==> src/rtl/slot_pkg.sv <==
// Shared types and elaboration-time helpers for the slot machine core.
// Reel step sizes and the spin length are derived here.
package slot_pkg;

    typedef enum logic [1:0] {
        IDLE,
        SPIN,
        EVAL
    } state_t;

    function automatic int unsigned reel_step(input int unsigned i, input int unsigned reel_bits);
        return (2 * i + 1) % (1 << reel_bits);
    endfunction

    function automatic int unsigned spin_len(input int unsigned spin_cycles,
                                             input int unsigned num_reels,
                                             input int unsigned stagger);
        return spin_cycles + (num_reels - 1) * stagger;
    endfunction

endpackage

==> src/rtl/slot_machine_core_if.sv <==
// Board-side controls and display-side status of the slot machine core.
interface slot_machine_core_if #(
    parameter int unsigned NUM_REELS   = 3,
    parameter int unsigned REEL_BITS   = 2,
    parameter int unsigned CREDIT_BITS = 5
);
    logic                            load_en;
    logic [CREDIT_BITS-1:0]          load_value;
    logic                            withdraw;
    logic                            start;
    logic [NUM_REELS*REEL_BITS-1:0]  reels;
    logic [CREDIT_BITS-1:0]          credits;
    logic                            busy;
    logic                            win_valid;
    logic                            win;
    logic                            no_credit;
    logic                            saturated;

    modport master (
        output load_en, load_value, withdraw, start,
        input  reels, credits, busy, win_valid, win, no_credit, saturated
    );

    modport slave (
        input  load_en, load_value, withdraw, start,
        output reels, credits, busy, win_valid, win, no_credit, saturated
    );
endinterface

==> src/rtl/slot_reel.sv <==
// One reel: wrap-around symbol counter advancing by STEP when enabled.
module slot_reel #(
    parameter int unsigned REEL_BITS = 2,
    parameter int unsigned STEP      = 1
) (
    input  logic                 clk,
    input  logic                 clear,
    input  logic                 advance,
    output logic [REEL_BITS-1:0] value
);
    localparam logic [REEL_BITS-1:0] STEP_W = REEL_BITS'(STEP);

    logic [REEL_BITS-1:0] value_q, value_d;

    always_comb begin
        value_d = value_q;
        if (advance) begin
            value_d = value_q + STEP_W;
        end
    end

    always_ff @(posedge clk or posedge clear) begin
        if (clear) begin
            value_q <= '0;
        end else begin
            value_q <= value_d;
        end
    end

    assign value = value_q;
endmodule

==> src/rtl/slot_machine_core.sv <==
// Slot machine datapath: N staggered reels, saturating credit register
// and IDLE/SPIN/EVAL control with registered status outputs.
module slot_machine_core
    import slot_pkg::*;
#(
    parameter int unsigned NUM_REELS   = 3,
    parameter int unsigned REEL_BITS   = 2,
    parameter int unsigned CREDIT_BITS = 5,
    parameter int unsigned SPIN_CYCLES = 4,
    parameter int unsigned STAGGER     = 2,
    parameter int unsigned PAY_ALL     = 2,
    parameter int unsigned PAY_PAIR    = 0
) (
    input  logic               clk,
    input  logic               clear,
    slot_machine_core_if.slave bus
);
    localparam int unsigned T  = spin_len(SPIN_CYCLES, NUM_REELS, STAGGER);
    localparam int unsigned TW = $clog2(T + 1);
    localparam logic [TW-1:0] T_LAST = TW'(T - 1);
    localparam logic [CREDIT_BITS:0] PAY_ALL_W  = (CREDIT_BITS + 1)'(PAY_ALL);
    localparam logic [CREDIT_BITS:0] PAY_PAIR_W = (CREDIT_BITS + 1)'(PAY_PAIR);
    localparam logic [CREDIT_BITS:0] CREDIT_MAX = {1'b0, {CREDIT_BITS{1'b1}}};

    state_t                   state_q, state_d;
    logic                     start_q;
    logic [TW-1:0]            t_q, t_d;
    logic [CREDIT_BITS-1:0]   credits_q, credits_d;
    logic                     busy_q, busy_d;
    logic                     win_valid_q, win_valid_d;
    logic                     win_q, win_d;
    logic                     no_credit_q, no_credit_d;
    logic                     saturated_q, saturated_d;

    logic [NUM_REELS-1:0]           advance;
    logic [REEL_BITS-1:0]           reel_val [NUM_REELS];
    logic [NUM_REELS*REEL_BITS-1:0] reels_w;
    logic                           all_eq, any_adj, pair;
    logic                           start_edge;
    logic [CREDIT_BITS:0]           pay, sum;

    // Reel i keeps spinning for i*STAGGER clocks after reel 0 has stopped.
    for (genvar i = 0; i < NUM_REELS; i++) begin : g_reel
        localparam logic [TW-1:0] LIMIT = TW'(SPIN_CYCLES + i * STAGGER);

        assign advance[i] = (state_q == SPIN) && (t_q < LIMIT);

        slot_reel #(
            .REEL_BITS (REEL_BITS),
            .STEP      (reel_step(i, REEL_BITS))
        ) u_reel (
            .clk     (clk),
            .clear   (clear),
            .advance (advance[i]),
            .value   (reel_val[i])
        );

        assign reels_w[i*REEL_BITS +: REEL_BITS] = reel_val[i];
    end

    always_comb begin
        all_eq  = 1'b1;
        any_adj = 1'b0;
        for (int unsigned i = 1; i < NUM_REELS; i++) begin
            if (reel_val[i] != reel_val[0]) all_eq = 1'b0;
            if (reel_val[i] == reel_val[i-1]) any_adj = 1'b1;
        end
        pair = (PAY_PAIR != 0) && any_adj && !all_eq;
    end

    assign start_edge = bus.start & ~start_q;
    assign pay = all_eq ? PAY_ALL_W : (pair ? PAY_PAIR_W : '0);
    assign sum = {1'b0, credits_q} + pay;

    always_comb begin
        state_d     = state_q;
        t_d         = t_q;
        credits_d   = credits_q;
        win_d       = win_q;
        saturated_d = saturated_q;
        win_valid_d = 1'b0;
        no_credit_d = 1'b0;
        unique case (state_q)
            IDLE: begin
                if (bus.withdraw) begin
                    credits_d   = '0;
                    saturated_d = 1'b0;
                end else if (bus.load_en) begin
                    credits_d   = bus.load_value;
                    saturated_d = 1'b0;
                end else if (start_edge) begin
                    if (credits_q != '0) begin
                        credits_d = credits_q - 1'b1;
                        t_d       = '0;
                        win_d     = 1'b0;
                        state_d   = SPIN;
                    end else begin
                        no_credit_d = 1'b1;
                    end
                end
            end
            SPIN: begin
                t_d = t_q + 1'b1;
                if (t_q == T_LAST) begin
                    t_d     = '0;
                    state_d = EVAL;
                end
            end
            EVAL: begin
                if (sum > CREDIT_MAX) begin
                    credits_d   = '1;
                    saturated_d = 1'b1;
                end else begin
                    credits_d = sum[CREDIT_BITS-1:0];
                end
                win_d       = all_eq;
                win_valid_d = 1'b1;
                state_d     = IDLE;
            end
            default: state_d = IDLE;
        endcase
        busy_d = (state_d != IDLE);
    end

    always_ff @(posedge clk or posedge clear) begin
        if (clear) begin
            state_q     <= IDLE;
            start_q     <= 1'b0;
            t_q         <= '0;
            credits_q   <= '0;
            busy_q      <= 1'b0;
            win_valid_q <= 1'b0;
            win_q       <= 1'b0;
            no_credit_q <= 1'b0;
            saturated_q <= 1'b0;
        end else begin
            state_q     <= state_d;
            start_q     <= bus.start;
            t_q         <= t_d;
            credits_q   <= credits_d;
            busy_q      <= busy_d;
            win_valid_q <= win_valid_d;
            win_q       <= win_d;
            no_credit_q <= no_credit_d;
            saturated_q <= saturated_d;
        end
    end

    assign bus.reels     = reels_w;
    assign bus.credits   = credits_q;
    assign bus.busy      = busy_q;
    assign bus.win_valid = win_valid_q;
    assign bus.win       = win_q;
    assign bus.no_credit = no_credit_q;
    assign bus.saturated = saturated_q;
endmodule

==> src/flat_wrapper.sv <==
// flat-port wrapper written by rule: the top's interface ports become plain ports
module slot_machine_core_flat import slot_pkg::*;
#(
    parameter int unsigned NUM_REELS   = 3,
    parameter int unsigned REEL_BITS   = 2,
    parameter int unsigned CREDIT_BITS = 5,
    parameter int unsigned SPIN_CYCLES = 4,
    parameter int unsigned STAGGER     = 2,
    parameter int unsigned PAY_ALL     = 2,
    parameter int unsigned PAY_PAIR    = 0
)
  (clk, clear, bus_load_en, bus_load_value, bus_withdraw, bus_start, bus_reels, bus_credits, bus_busy, bus_win_valid, bus_win, bus_no_credit, bus_saturated);
  slot_machine_core_if #(.NUM_REELS(NUM_REELS), .REEL_BITS(REEL_BITS), .CREDIT_BITS(CREDIT_BITS)) bus_i ();
  input  logic clk;
  input  logic clear;
  input wire logic [$bits(bus_i.load_en)-1:0] bus_load_en;
  input wire logic [$bits(bus_i.load_value)-1:0] bus_load_value;
  input wire logic [$bits(bus_i.withdraw)-1:0] bus_withdraw;
  input wire logic [$bits(bus_i.start)-1:0] bus_start;
  output wire logic [$bits(bus_i.reels)-1:0] bus_reels;
  output wire logic [$bits(bus_i.credits)-1:0] bus_credits;
  output wire logic [$bits(bus_i.busy)-1:0] bus_busy;
  output wire logic [$bits(bus_i.win_valid)-1:0] bus_win_valid;
  output wire logic [$bits(bus_i.win)-1:0] bus_win;
  output wire logic [$bits(bus_i.no_credit)-1:0] bus_no_credit;
  output wire logic [$bits(bus_i.saturated)-1:0] bus_saturated;
  assign bus_i.load_en = bus_load_en;
  assign bus_i.load_value = bus_load_value;
  assign bus_i.withdraw = bus_withdraw;
  assign bus_i.start = bus_start;
  assign bus_reels = bus_i.reels;
  assign bus_credits = bus_i.credits;
  assign bus_busy = bus_i.busy;
  assign bus_win_valid = bus_i.win_valid;
  assign bus_win = bus_i.win;
  assign bus_no_credit = bus_i.no_credit;
  assign bus_saturated = bus_i.saturated;
  slot_machine_core #(.NUM_REELS(NUM_REELS), .REEL_BITS(REEL_BITS), .CREDIT_BITS(CREDIT_BITS), .SPIN_CYCLES(SPIN_CYCLES), .STAGGER(STAGGER), .PAY_ALL(PAY_ALL), .PAY_PAIR(PAY_PAIR)) u_core (.clk(clk), .clear(clear), .bus(bus_i));
endmodule
==> config.mk <==
export PLATFORM = sky130hd
export DESIGN_NAME = slot_machine_core_flat
export DESIGN_NICKNAME = d
export VERILOG_FILES = /design/src/rtl/slot_pkg.sv /design/src/rtl/slot_machine_core_if.sv /design/src/rtl/slot_reel.sv /design/src/rtl/slot_machine_core.sv /design/src/flat_wrapper.sv
export SDC_FILE = /design/constraint.sdc
export NUM_CORES = 1
export LEC_CHECK = 0
export BUFFER_PORTS_ARGS = -buffer_cell sky130_fd_sc_hd__buf_2
export CELL_PAD_IN_SITES_DETAIL_PLACEMENT = 0
export CELL_PAD_IN_SITES_GLOBAL_PLACEMENT = 1
export CORE_UTILIZATION = 41
export CTS_CLUSTER_DIAMETER = 200
export CTS_CLUSTER_SIZE = 14
export DETAILED_ROUTE_END_ITERATION = 8
export PLACE_DENSITY_LB_ADDON = 0.1
export RECOVER_POWER = 25
export SLEW_MARGIN = 20
export SYNTH_ARGS = -nofsm -noshare
export SYNTH_HDL_FRONTEND = slang
export SYNTH_SLANG_ARGS = --single-unit
==> constraint.sdc <==
create_clock -name clk -period 2.2 [get_ports clk]
set_input_delay 0.44 -clock clk [delete_from_list [all_inputs] [get_ports clk]]
set_output_delay 0.44 -clock clk [all_outputs]
set_load 0.05 [all_outputs]
==> metrics.md <==
| Metric | Value |
|---|---|
| DRT Pass-1 Iters | 4 |
| Placed Cells | 200 |
| Final cell count without fillers | 206 |
| Ratio of cells with drive above 1 in the final layout | 0.321 |
| Period utilization | 0.931 |
| Max Fclk | 0.488 GHz |
| Most used DFF post-synth | dfrtp_1 |
| Arrival time at the worst endpoint | 2300 ps |
| Ranking of synthesized cells by area | dfrtp_1 (44%), ha_1 (3.8%), a21oi_1 (3.5%), xor2_1 (3.4%), o21ai_0 (3.1%) |
| Die area | 0.00341 mm^2 |
| CP top delay family | compound AO/OA/AOI/OAI gates |
| Core footprint | 0.00303 mm^2 |
| Maximum buffer depth of the clock tree | 2 |
| Rows | 20 |
| Starting density of the core | 0.430 |
| First-pass GRT wire length | 4690 um |
| Detail Placement HPWL | 1950 um |
| CTS HTree Levels | 1 |
| Ant. Diodes | 0 |
| Via count | 1054 |
| Io pins | 26 |
| Net Sw Frac | 0.513 |
| Largest net degree at the start of global routing | 15 |
| Levels on crit path | 8 |
| Area after DPL | 0.00149 mm^2 |
| Layout area overhead | 19.3% |
| Comb pwr share | 0.564 |
| Cells on worst reg2reg path | 8 |
| Crit path launch type | flip-flop |
| WP buf/inv | 0 |
| Net Count, Synth | 145 |
| Setup WS post-layout | 152 ps |
| Total track usage | 0.181 |
| Clock-pin slew on the worst setup and hold paths | 140 ps |
| Crit end category | flip-flop |
| Clock sink count | 23 |
| WL final | 2710 um |
| Static Leakage | 0.738 nW |
| Vias per cell | 5.12 |
| CP Cell Sequence | or3_1, a22oi_2, ha_2, ha_4, and4b_1, a21oi_1, a21oi_1, a21oi_1 |
| Async S/R FF share, synth | 1.00 |
| Setup slack at placement | -3.81 ps |
| Measured slew at the worst slew-check pin | 755 ps |
| Max-Cap Viols | 0 |
| Largest area contributor in the netlist | dfrtp_1 |
| Crit Path Class | reg -> reg |
| Clock share of power | 0.089 |
| Antenna viol nets, final | 0 |
| Syn avg cell area | 9.94 um^2 |
| PortBufs | 25 |
| TritonCTS clock tree | built |
| Die width | 58.4 um |
| Worst-Skew Late Latency | 320 ps |
| Net Switching | 1.21 mW |
| Final setup violation count | 0 |
| Die H | 58.4 um |
| Num CTS Buffers | 3 |
| Hold Fails Final Rpt | 0 |
| Vias in the first global route | 1033 |
| Post-synth EDFFs | 0 |
| Sequential area share after synthesis | 0.442 |
| R2R Path Start | u_core.g_reel[1].u_reel.value[0]$_DFFE_PP0P_ |
| Detailed Route Iter0 Violations | 21 |
| Crit. Startpoint | u_core.g_reel[1].u_reel.value[0]$_DFFE_PP0P_ |
| Internal power | 1.15 mW |
| Synthesis Warnings | 0 |
| Max Slew Vio Count | 0 |
| Data required, critical path | 2450 ps |
| Synth cell types | 43 |
| Power Dens Cells | 1520 mW/mm^2 |
| Outcome | completed |
| Clk root buf | clkbuf_4 |
| Slowest cell on crit path | dfrtp_2 |
| Slowest stage delay, CP | 420 ps |
| Most used cell along the critical path | a21oi_1 |
| Fin util | 0.513 |
| GR Overflow Total | 0 |
| Hold crit path type | in -> async |
| Final Critical Period | 2050 ps |
| Mapped Cells | 131 |
| Initial antenna violation count | 0 |
| DRC viols | 0 |
| Share of the synthesized area in the top cell type | 0.442 |
| DR WL/cell | 13.2 um |
| Relative slew slack | 0.497 |
| Sequential power share | 0.347 |
| Maximum vdd ir drop | 0.000507 V |
| Layout net count | 177 |
| Setup Skew | 1.16 ps |
| CP max FO | 5 |
| Post-synthesis register bit count | 23 |
| Placer congestion estimate | 0.792 |
| Cell Area, Synth | 0.00130 mm^2 |
| Cell area after layout | 0.00155 mm^2 |
| Setup TNS | 0 ps |
worst paths after layout:
path	end	slack, ps
min	u_core.bus.win_valid$_DFF_PP0_	70
min in group clk	u_core.start_q$_DFF_PP0_	240
min reg2reg	u_core.g_reel[0].u_reel.value[1]$_DFFE_PP0P_	500
max	u_core.bus.credits[4]$_DFFE_PP0P_	150
max reg2reg	u_core.bus.credits[4]$_DFFE_PP0P_	150
max in group asynchronous	u_core.bus.saturated$_DFFE_PP0P_	1140
per-layer routing:
metal | GRT usage | wire length, um | vias to the layer above
met5 | 0 | 0 | -
met4 | 0.0680 | 38 | 0
met3 | 0.0330 | 101 | 6
met2 | 0.263 | 1160 | 22
met1 | 0.269 | 1410 | 499
li1 | - | - | 527
stage by stage:
stage | power, mW | hold slack [ps]
6_report | 2.36 | 68.9
5_1_grt | 2.55 | 67.9
4_1_cts | 2.36 | 76.0
2_1_floorplan | 1.82 | 442
3_5_place_dp | 2.13 | 447
3_3_place_gp | 2.12 | 437
layout by cell type, fill, tap and decap left out, types with 3 or more instances in the layout:
master,Yosys,final
clkbuf_4,0,3
buf_4,1,8
o21ai_0,8,8
nor2b_1,5,5
a21oi_1,9,9
dfrtp_2,0,3
nand3_1,5,5
or3_1,3,3
xor2_1,5,5
inv_1,6,6
o21ai_1,3,3
dfrtp_1,23,20
nand2_1,8,8
buf_2,0,24
nor2_1,9,9
cells in the mapped netlist (2+ instances only):
cell type and instances:
a21oi_1 9, a21oi_2 2, a22o_1 2, and3_1 2
buf_6 2, clkbuf_1 4, dfrtp_1 23, ha_1 4
inv_1 6, nand2_1 8, nand3_1 5, nor2_1 9
nor2b_1 5, nor3b_1 2, o211ai_1 2, o21a_1 2
o21ai_0 8, o21ai_1 3, or2_2 2, or3_1 3
xnor2_1 2, xor2_1 5
area by class of cell:
cell class | instances | area (um^2)
fillers | 299 | 1470
multi-input cells | 95 | 679
flip-flops and latches | 23 | 579
repair buffers | 34 | 188
well taps | 44 | 55.1
clock buffers | 3 | 22.5
inverters | 6 | 22.5
clock inverters | 1 | 7.51
worst reg2reg max path, delay by kind of cell, from the launching register on:
| family | cells | cell delay (ps) |
|---|---|---|
| fa+ha+maj | 2 | 390 |
| simple gates | 2 | 580 |
| flops | 1 | 420 |
| compound gates | 4 | 610 |
state kept, by name, summed over array words and instances, names as in the netlist:
| name | cells |
|---|---|
| u_core.start_q | 1 |
| u_core.bus.win | 1 |
| u_core.bus.no_credit | 1 |
| u_core.state_q | 2 |
| u_core.bus.busy | 1 |
| u_core.bus.saturated | 1 |
| u_core.bus.win_valid | 1 |
| u_core.g_reel.u_reel.value | 6 |
| u_core.t_q | 4 |
| u_core.bus.credits | 5 |
cells by family after synthesis:
kind of cell | Yosys count | synth area share
AND/OR/NAND/NOR | 44 | 0.195
multiplexers | 2 | 0.0163
XOR/XNOR | 7 | 0.0471
AO/OA/AOI/OAI | 38 | 0.209
adder cells (fa/ha/maj) | 4 | 0.0384
flip-flops | 23 | 0.442
buffers and inverters | 13 | 0.0519
power groups by stage:
stage / Clock, mW / Combinational [mW] / Sequential, mW
5_1_grt: 0.239 / 1.47 / 0.848
4_1_cts: 0.221 / 1.32 / 0.811
2_1_floorplan: 0 / 0.639 / 1.19
3_5_place_dp: 0 / 1.31 / 0.819
3_3_place_gp: 0 / 1.30 / 0.813
6_report: 0.209 / 1.33 / 0.819
what timing repair did:
| action | 4_1_cts | 5_1_grt |
|---|---|---|
| buffers inserted | 0 | 2 |
| resized for setup | 2 | 2 |
| hold buffers | 0 | 0 |
| setup endpoints to repair | 2 | 5 |
| pin swaps | 0 | 2 |
No activity file was read; power rests on OpenSTA's default activity.
